### src/rtl/fpu_op_arbiter.sv
// rtl/fpu_op_arbiter.sv - two-requester round-robin front end for a shared FP datapath
//
// Purpose:
//   Accepts single-precision operations from two requesters, grants one at a
//   time in round-robin order, launches the shared FP datapath, waits for its
//   result and returns it to the granted requester.
//
// Ports:
//   clk, reset                 clock and synchronous active-high reset
//   req_valid/req_ready [1:0]  per-requester handshake (ready is the grant)
//   req_a/req_b [63:0]         operands, requester i in bits [32i+31:32i]
//   req_op [3:0]               opcode, requester i in bits [2i+1:2i]
//   rsp_valid [1:0]            one-cycle response pulse for requester i
//   rsp_result [31:0], rsp_err shared response payload, held between responses
//   alu_start, alu_a/b, alu_op launch pulse and registered operands for datapath
//   alu_done, alu_result       datapath completion pulse and result
//
// Configuration:
//   FPU_ARB_TIMEOUT_EN  when defined, a watchdog of TIMEOUT_CYCLES WAIT cycles
//                       ends a stalled operation with a quiet NaN and rsp_err=1.

module fpu_op_arbiter #(
  parameter int TIMEOUT_CYCLES = 64
) (
  input  logic        clk,
  input  logic        reset,
  input  logic [1:0]  req_valid,
  output logic [1:0]  req_ready,
  input  logic [63:0] req_a,
  input  logic [63:0] req_b,
  input  logic [3:0]  req_op,
  output logic [1:0]  rsp_valid,
  output logic [31:0] rsp_result,
  output logic        rsp_err,
  output logic        alu_start,
  output logic [31:0] alu_a,
  output logic [31:0] alu_b,
  output logic [1:0]  alu_op,
  input  logic        alu_done,
  input  logic [31:0] alu_result
);

  typedef enum logic [1:0] {
    S_IDLE  = 2'd0,
    S_ISSUE = 2'd1,
    S_WAIT  = 2'd2,
    S_RESP  = 2'd3
  } state_t;

  localparam logic [31:0] QNAN = 32'h7FC0_0000;

  state_t      state_q, state_d;
  logic        last_grant_q, last_grant_d;
  logic        grant_q, grant_d;
  logic        alu_start_q, alu_start_d;
  logic [31:0] alu_a_q, alu_a_d;
  logic [31:0] alu_b_q, alu_b_d;
  logic [1:0]  alu_op_q, alu_op_d;
  logic [1:0]  rsp_valid_q, rsp_valid_d;
  logic [31:0] rsp_result_q, rsp_result_d;
  logic        win;

`ifdef FPU_ARB_TIMEOUT_EN
  localparam int CNT_W = (TIMEOUT_CYCLES > 1) ? $clog2(TIMEOUT_CYCLES) : 1;
  localparam logic [CNT_W-1:0] CNT_LAST = CNT_W'(TIMEOUT_CYCLES - 1);

  logic [CNT_W-1:0] wd_cnt_q, wd_cnt_d;
  logic             rsp_err_q, rsp_err_d;

  assign rsp_err = rsp_err_q;
`else
  assign rsp_err = 1'b0;
`endif

  // Requester picked this cycle: a lone requester always wins; under
  // contention the one that was not served last wins.
  assign win = (req_valid == 2'b11) ? ~last_grant_q : req_valid[1];

  // The grant must be visible in the cycle the operands are sampled, so
  // req_ready is the one combinational output. Reset masks it so nothing is
  // accepted while the FSM is being cleared.
  assign req_ready = (!reset && state_q == S_IDLE && |req_valid)
                     ? (win ? 2'b10 : 2'b01) : 2'b00;

  assign alu_start  = alu_start_q;
  assign alu_a      = alu_a_q;
  assign alu_b      = alu_b_q;
  assign alu_op     = alu_op_q;
  assign rsp_valid  = rsp_valid_q;
  assign rsp_result = rsp_result_q;

  always_comb begin
    state_d      = state_q;
    last_grant_d = last_grant_q;
    grant_d      = grant_q;
    alu_start_d  = 1'b0;
    alu_a_d      = alu_a_q;
    alu_b_d      = alu_b_q;
    alu_op_d     = alu_op_q;
    rsp_valid_d  = 2'b00;
    rsp_result_d = rsp_result_q;
`ifdef FPU_ARB_TIMEOUT_EN
    wd_cnt_d     = wd_cnt_q;
    rsp_err_d    = rsp_err_q;
`endif

    case (state_q)
      S_IDLE: begin
        if (|req_valid) begin
          grant_d     = win;
          alu_a_d     = win ? req_a[63:32] : req_a[31:0];
          alu_b_d     = win ? req_b[63:32] : req_b[31:0];
          alu_op_d    = win ? req_op[3:2]  : req_op[1:0];
          // alu_start is registered, so it is high for the whole ISSUE cycle.
          alu_start_d = 1'b1;
          state_d     = S_ISSUE;
        end
      end

      S_ISSUE: begin
        state_d = S_WAIT;
`ifdef FPU_ARB_TIMEOUT_EN
        wd_cnt_d = '0;
`endif
      end

      S_WAIT: begin
        // A completion in the expiry cycle takes precedence over the watchdog.
        if (alu_done) begin
          rsp_result_d = alu_result;
`ifdef FPU_ARB_TIMEOUT_EN
          rsp_err_d    = 1'b0;
`endif
          state_d      = S_RESP;
        end
`ifdef FPU_ARB_TIMEOUT_EN
        else if (wd_cnt_q == CNT_LAST) begin
          rsp_result_d = QNAN;
          rsp_err_d    = 1'b1;
          state_d      = S_RESP;
        end else begin
          wd_cnt_d = wd_cnt_q + 1'b1;
        end
`endif
      end

      S_RESP: begin
        // The response pulse is registered, so it lands in the first cycle
        // back in IDLE; a new grant may overlap it.
        rsp_valid_d  = grant_q ? 2'b10 : 2'b01;
        last_grant_d = grant_q;
        state_d      = S_IDLE;
      end

      default: state_d = S_IDLE;
    endcase
  end

  always_ff @(posedge clk) begin
    if (reset) begin
      state_q      <= S_IDLE;
      last_grant_q <= 1'b1;
      grant_q      <= 1'b0;
      alu_start_q  <= 1'b0;
      alu_a_q      <= '0;
      alu_b_q      <= '0;
      alu_op_q     <= '0;
      rsp_valid_q  <= '0;
      rsp_result_q <= '0;
`ifdef FPU_ARB_TIMEOUT_EN
      wd_cnt_q     <= '0;
      rsp_err_q    <= 1'b0;
`endif
    end else begin
      state_q      <= state_d;
      last_grant_q <= last_grant_d;
      grant_q      <= grant_d;
      alu_start_q  <= alu_start_d;
      alu_a_q      <= alu_a_d;
      alu_b_q      <= alu_b_d;
      alu_op_q     <= alu_op_d;
      rsp_valid_q  <= rsp_valid_d;
      rsp_result_q <= rsp_result_d;
`ifdef FPU_ARB_TIMEOUT_EN
      wd_cnt_q     <= wd_cnt_d;
      rsp_err_q    <= rsp_err_d;
`endif
    end
  end

endmodule

### config.mk
export PLATFORM = sky130hd
export DESIGN_NAME = fpu_op_arbiter
export DESIGN_NICKNAME = d
export VERILOG_FILES = /design/src/rtl/fpu_op_arbiter.sv
export SDC_FILE = /design/constraint.sdc
export NUM_CORES = 1
export LEC_CHECK = 0
export ABC_AREA = 1
export BUFFER_PORTS_ARGS = -buffer_cell sky130_fd_sc_hd__clkbuf_2
export CORE_ASPECT_RATIO = 1.2
export CORE_MARGIN = 2
export CORE_UTILIZATION = 50
export CTS_CLUSTER_DIAMETER = 50
export CTS_CLUSTER_SIZE = 14
export DETAILED_ROUTE_END_ITERATION = 7
export PLACE_DENSITY_LB_ADDON = 0.12
export SYNTH_ARGS = -nofsm -noshare
export SYNTH_HDL_FRONTEND = slang
export SYNTH_SLANG_ARGS = --single-unit
### constraint.sdc
create_clock -name clk -period 2.95 [get_ports clk]
set_input_delay 0 -clock clk [delete_from_list [all_inputs] [get_ports clk]]
set_output_delay 0 -clock clk [all_outputs]
set_load 0.05 [all_outputs]
## After elaboration in Yosys (flattened, before gate mapping)

Cells that the tools add are included.

- Equality and inequality tests: 6
- Multiplexer cells: 11
- Bitwise operators: 3
- Reductions and logical operators: 10

Operators with widths:

| cell | number |
|---|---|
| $mux 32 | 2 |
| $mux 2 | 6 |
| $pmux 2 s4 | 1 |
| $eq 2x2->1 const B | 3 |
| $reduce_and 2->1 | 3 |
| $reduce_or 2->1 | 3 |
| $not 1->1 | 3 |
| $eq 2x1->1 const B | 1 |
| $logic_and 1x1->1 | 2 |
| $logic_not 2->1 | 1 |
| $mux 1 | 2 |
| $ne 2x1->1 const B | 1 |
| $ne 2x2->1 const B | 1 |
| $logic_not 1->1 | 1 |

- Register bits: 105
- Output and inout port bits: 104
- Word-level logic and storage cells: 39

## Depth between registers and ports, before layout

- Depth in word-level cells: 4
- Mapped depth: 9
- Depth with buffers taken out: 7

## Least setup slack after synthesis

Ideal clock, no wire load.

- Kind: reg-to-output
- Start point: register state_q[0]
- End point: output port req_ready[0]
- Arrival time: 1.817 ns
- Slack: 1.133 ns
- Stages on the path, launching flop included: 8
- Path buffers: 1
- Path through: dfxtp_1 -> inv_1 -> ha_1 -> inv_1 -> nor2_2 -> buf_4 -> nand2_1 -> a21oi_1

- Word-level cells in the longest chain between the ends: 4

RTL lines:

| item | RTL line | RTL |
|---|---|---|
| start, declared | 52 | `state_t state_q, state_d;` |
| start signal, assigned | 175 | `state_q <= state_d;` |
| $logic_not 2->1 | 82 | `assign req_ready = (!reset && state_q == S_IDLE && \|req_valid)` |
| $logic_and 1x1->1 (2 in series) | 82 |  |
| $mux 2 | 83 | `? (win ? 2'b10 : 2'b01) : 2'b00;` |
| end, declared | 28 | `output logic [1:0] req_ready,` |

No other way between the ends.

## Worst setup path in the final report

- Start point: input port reset
- End point: output port req_ready[0]

- Word-level cells in the longest chain between the ends: 4

RTL lines:

| item | RTL line | RTL |
|---|---|---|
| start, declared | 26 | `input logic reset,` |
| $logic_not 1->1 | 82 |  |
| $logic_and 1x1->1 (2 in series) | 82 |  |
| $mux 2 | 83 |  |

No other way between the ends.

==> impl_metrics.env <==
export IMPL_route_vias_total=6237
export IMPL_clkSinkCount=105
export IMPL_finalMaxSlewViolations=0
export IMPL_yosysWarnings=0
export IMPL_syn_nets=1004
export IMPL_ioPinCount=273
export IMPL_path_clk_slew_ns=0.06
export IMPL_routabilityCongestion=0.807
export IMPL_grt_overflow=0
export IMPL_crit_required_ns=2.95
export IMPL_relSlewSlack=0.352
export IMPL_arrival_ns=2.03
export IMPL_row_count=41
export IMPL_synthTopCellsByArea="dfxtp_1, nand2_1, nor2_1"
export IMPL_port_buffers=271
export IMPL_grt_setup_unrepaired="false"
export IMPL_grt_max_degree=82
export IMPL_antenna_left=0
export IMPL_clk_latency_ns=0.34
export IMPL_setup_viol=0
export IMPL_synth_top_cell_by_area="dfxtp_1"
export IMPL_p_leak_nw=4.07
export IMPL_drtIter0Drc=216
export IMPL_stdcell_count=1275
export IMPL_fillers=891
export IMPL_netlist_instances=831
export IMPL_initial_core_util=0.510
export IMPL_placedCellCount=1181
export IMPL_synth_main_ff_cell="dfxtp_1"
export IMPL_synth_commonest_cells="nand2_1, nor2_1, dfxtp_1, inv_1, nand3_1"
export IMPL_ctsLongestPathBuffers=2
export IMPL_root_buffer="clkbuf_16"
export IMPL_fin_crit_ns=2.03
export IMPL_synth_top_area_frac=0.394
export IMPL_critPathMaxStageDelay_ns=0.56
export IMPL_hold_viol=0
export IMPL_hold_class="in -> reg"
export IMPL_fin_skew_ns=0.00648
export IMPL_n_antenna_cell=0
export IMPL_synth_seq_cells=105
export IMPL_cpMostUsedCell="clkbuf_2"
export IMPL_async_reset_ff_frac=0
export IMPL_grt_antenna_before_repair=0
export IMPL_worstMarginPinSlew_ns=0.971
export IMPL_die_area_um2=11500
export IMPL_h_tree_depth=3
export IMPL_core_area_um2=10500
export IMPL_synth_avg_cell_area_um2=6.42
export IMPL_synth_most_common_cell="nand2_1"
export IMPL_route_detailed_wl_per_inst_um=12.9
export IMPL_start_kind="input pin"
export IMPL_area_growth_synth_to_final_pct=44.4
export IMPL_grt_pass1_wl_um=25800
export IMPL_grt_usage=0.275
export IMPL_routed_via_density=4.89
export IMPL_die_height_um=117
export IMPL_crit_path_end_kind="primary output"
export IMPL_cts_resized_gates=0
export IMPL_post_cts_setup_buffers=0
export IMPL_maxCapViolCount=0
export IMPL_status="finished clean"
export IMPL_finalWirelength_um=16500
export IMPL_grt_pass1_vias=5682
export IMPL_finalCritPeriodShare=0.688
export IMPL_cts_made_buffers=9
export IMPL_dieWidth_um=98.3
export IMPL_crit_path_top_delay_cell="inv_2"
export IMPL_drc_errors=0
export IMPL_hold_buffers=81
export IMPL_crit_path_max_fanout=50
export IMPL_reg2reg_setup_slack_ns=1.18
export IMPL_num_nets_final=1317
export IMPL_synth_edf_count=0
export IMPL_setup_tns_ns=0
export IMPL_drt_pass1_iterations=5
export IMPL_drive_gt1_frac=0.260
export IMPL_ys_seq_area_frac=0.394
export IMPL_crit_chain="dlygate4sd3_1, clkbuf_2, inv_2, nand2_1, a21oi_1, clkbuf_2"
export IMPL_synthDistinctLibCells=21
export IMPL_fmaxAchievable_ghz=0.493
export IMPL_dpl_hpwl_um=10500
export IMPL_fin_total_pwr_w=0.00709
export IMPL_vdd_ir_drop_max_v=0.000528
export IMPL_cts_tree="built"
export IMPL_syn_area_um2=5340
export IMPL_critPathKind="in -> out"
export IMPL_power_density_nw_per_um2=919
through the flow:
step / worst slack, ns / cell area (um^2) / util / hold WS [ns]
2_1_floorplan: 1.13 / 5340 / - / 0.0881
3_3_place_gp: 1.25 / 6650 / 0.635 / 0.237
3_5_place_dp: 1.19 / 6650 / 0.635 / 0.237
4_1_cts: 0.925 / 7710 / 0.737 / 0.0000797
5_1_grt: 0.752 / 7710 / 0.737 / 0.0158
6_report: 0.920 / 7710 / 0.737 / 0.00192
power by group:
group          switching, W  total, W  internal [W]
combinational       0.00290   0.00394       0.00105
clock              0.000481   0.00106      0.000581
sequential         0.000225   0.00208       0.00186
metal layers:
metal,vias up,track usage,part of all wire
met5,-,0,0
met3,59,0.0665,0.074
li1,3173,-,-
met1,2756,0.305,0.39
met2,249,0.490,0.50
met4,0,0.144,0.042
critical path: cells and delay by family:
kind	cells	cell delay, ns
buf+inv	4	1.54
compound gates	1	0.21
simple gates	1	0.26
area by class of cell:
class,instances,area (um^2),share of cell area
clock inverter,1,5.00,0.000649
multi-input combinational,590,2660,0.345
sequential,105,2100,0.273
clock buffer,12,246,0.0320
tap,129,161,0.0209
inverter,75,282,0.0365
timing repair buffer,363,2250,0.292
worst paths after layout:
check | depth (start not counted) | end | start
worst min-delay path | 5 | alu_op[1]$_SDFFE_PP0P_ | req_op[3]
worst max register to register | 8 | alu_b[22]$_SDFFE_PP0P_ | state_q[0]$_SDFFE_PP0P_
worst max-delay path | 6 | req_ready[0] | reset
worst min register to register | 2 | rsp_valid[1]$_SDFF_PP0_ | grant_q$_SDFFE_PP0P_
layout by cell type (no fill, tap or decap), drive strengths merged:
cell,n
nand2,208
a21boi,66
buf,12
o21ai,34
nor3,2
nand3,68
clkbuf,282
conb,1
nor2,204
dfxtp,105
inv,75
a21oi,3
clkinv,1
dlygate4sd3,81
ha,4
registers in the layout, summed over array words and instances (netlist names):
| register | count |
|---|---|
| alu_a | 32 |
| grant_q | 1 |
| alu_op | 2 |
| last_grant_q | 1 |
| rsp_valid | 2 |
| alu_b | 32 |
| state_q | 2 |
| alu_start | 1 |
| rsp_result | 32 |
cells by family (layout without fill, tap and decap cells):
kind of cell | after synthesis | in the layout | synth area share
other cells | 1 | 1 | 0.000703
flops | 105 | 105 | 0.394
simple gates | 482 | 482 | 0.357
compound gates | 103 | 103 | 0.128
fa+ha+maj | 4 | 4 | 0.00938
buf+inv | 136 | 451 | 0.111
Power figures use the tool's default switching activity.
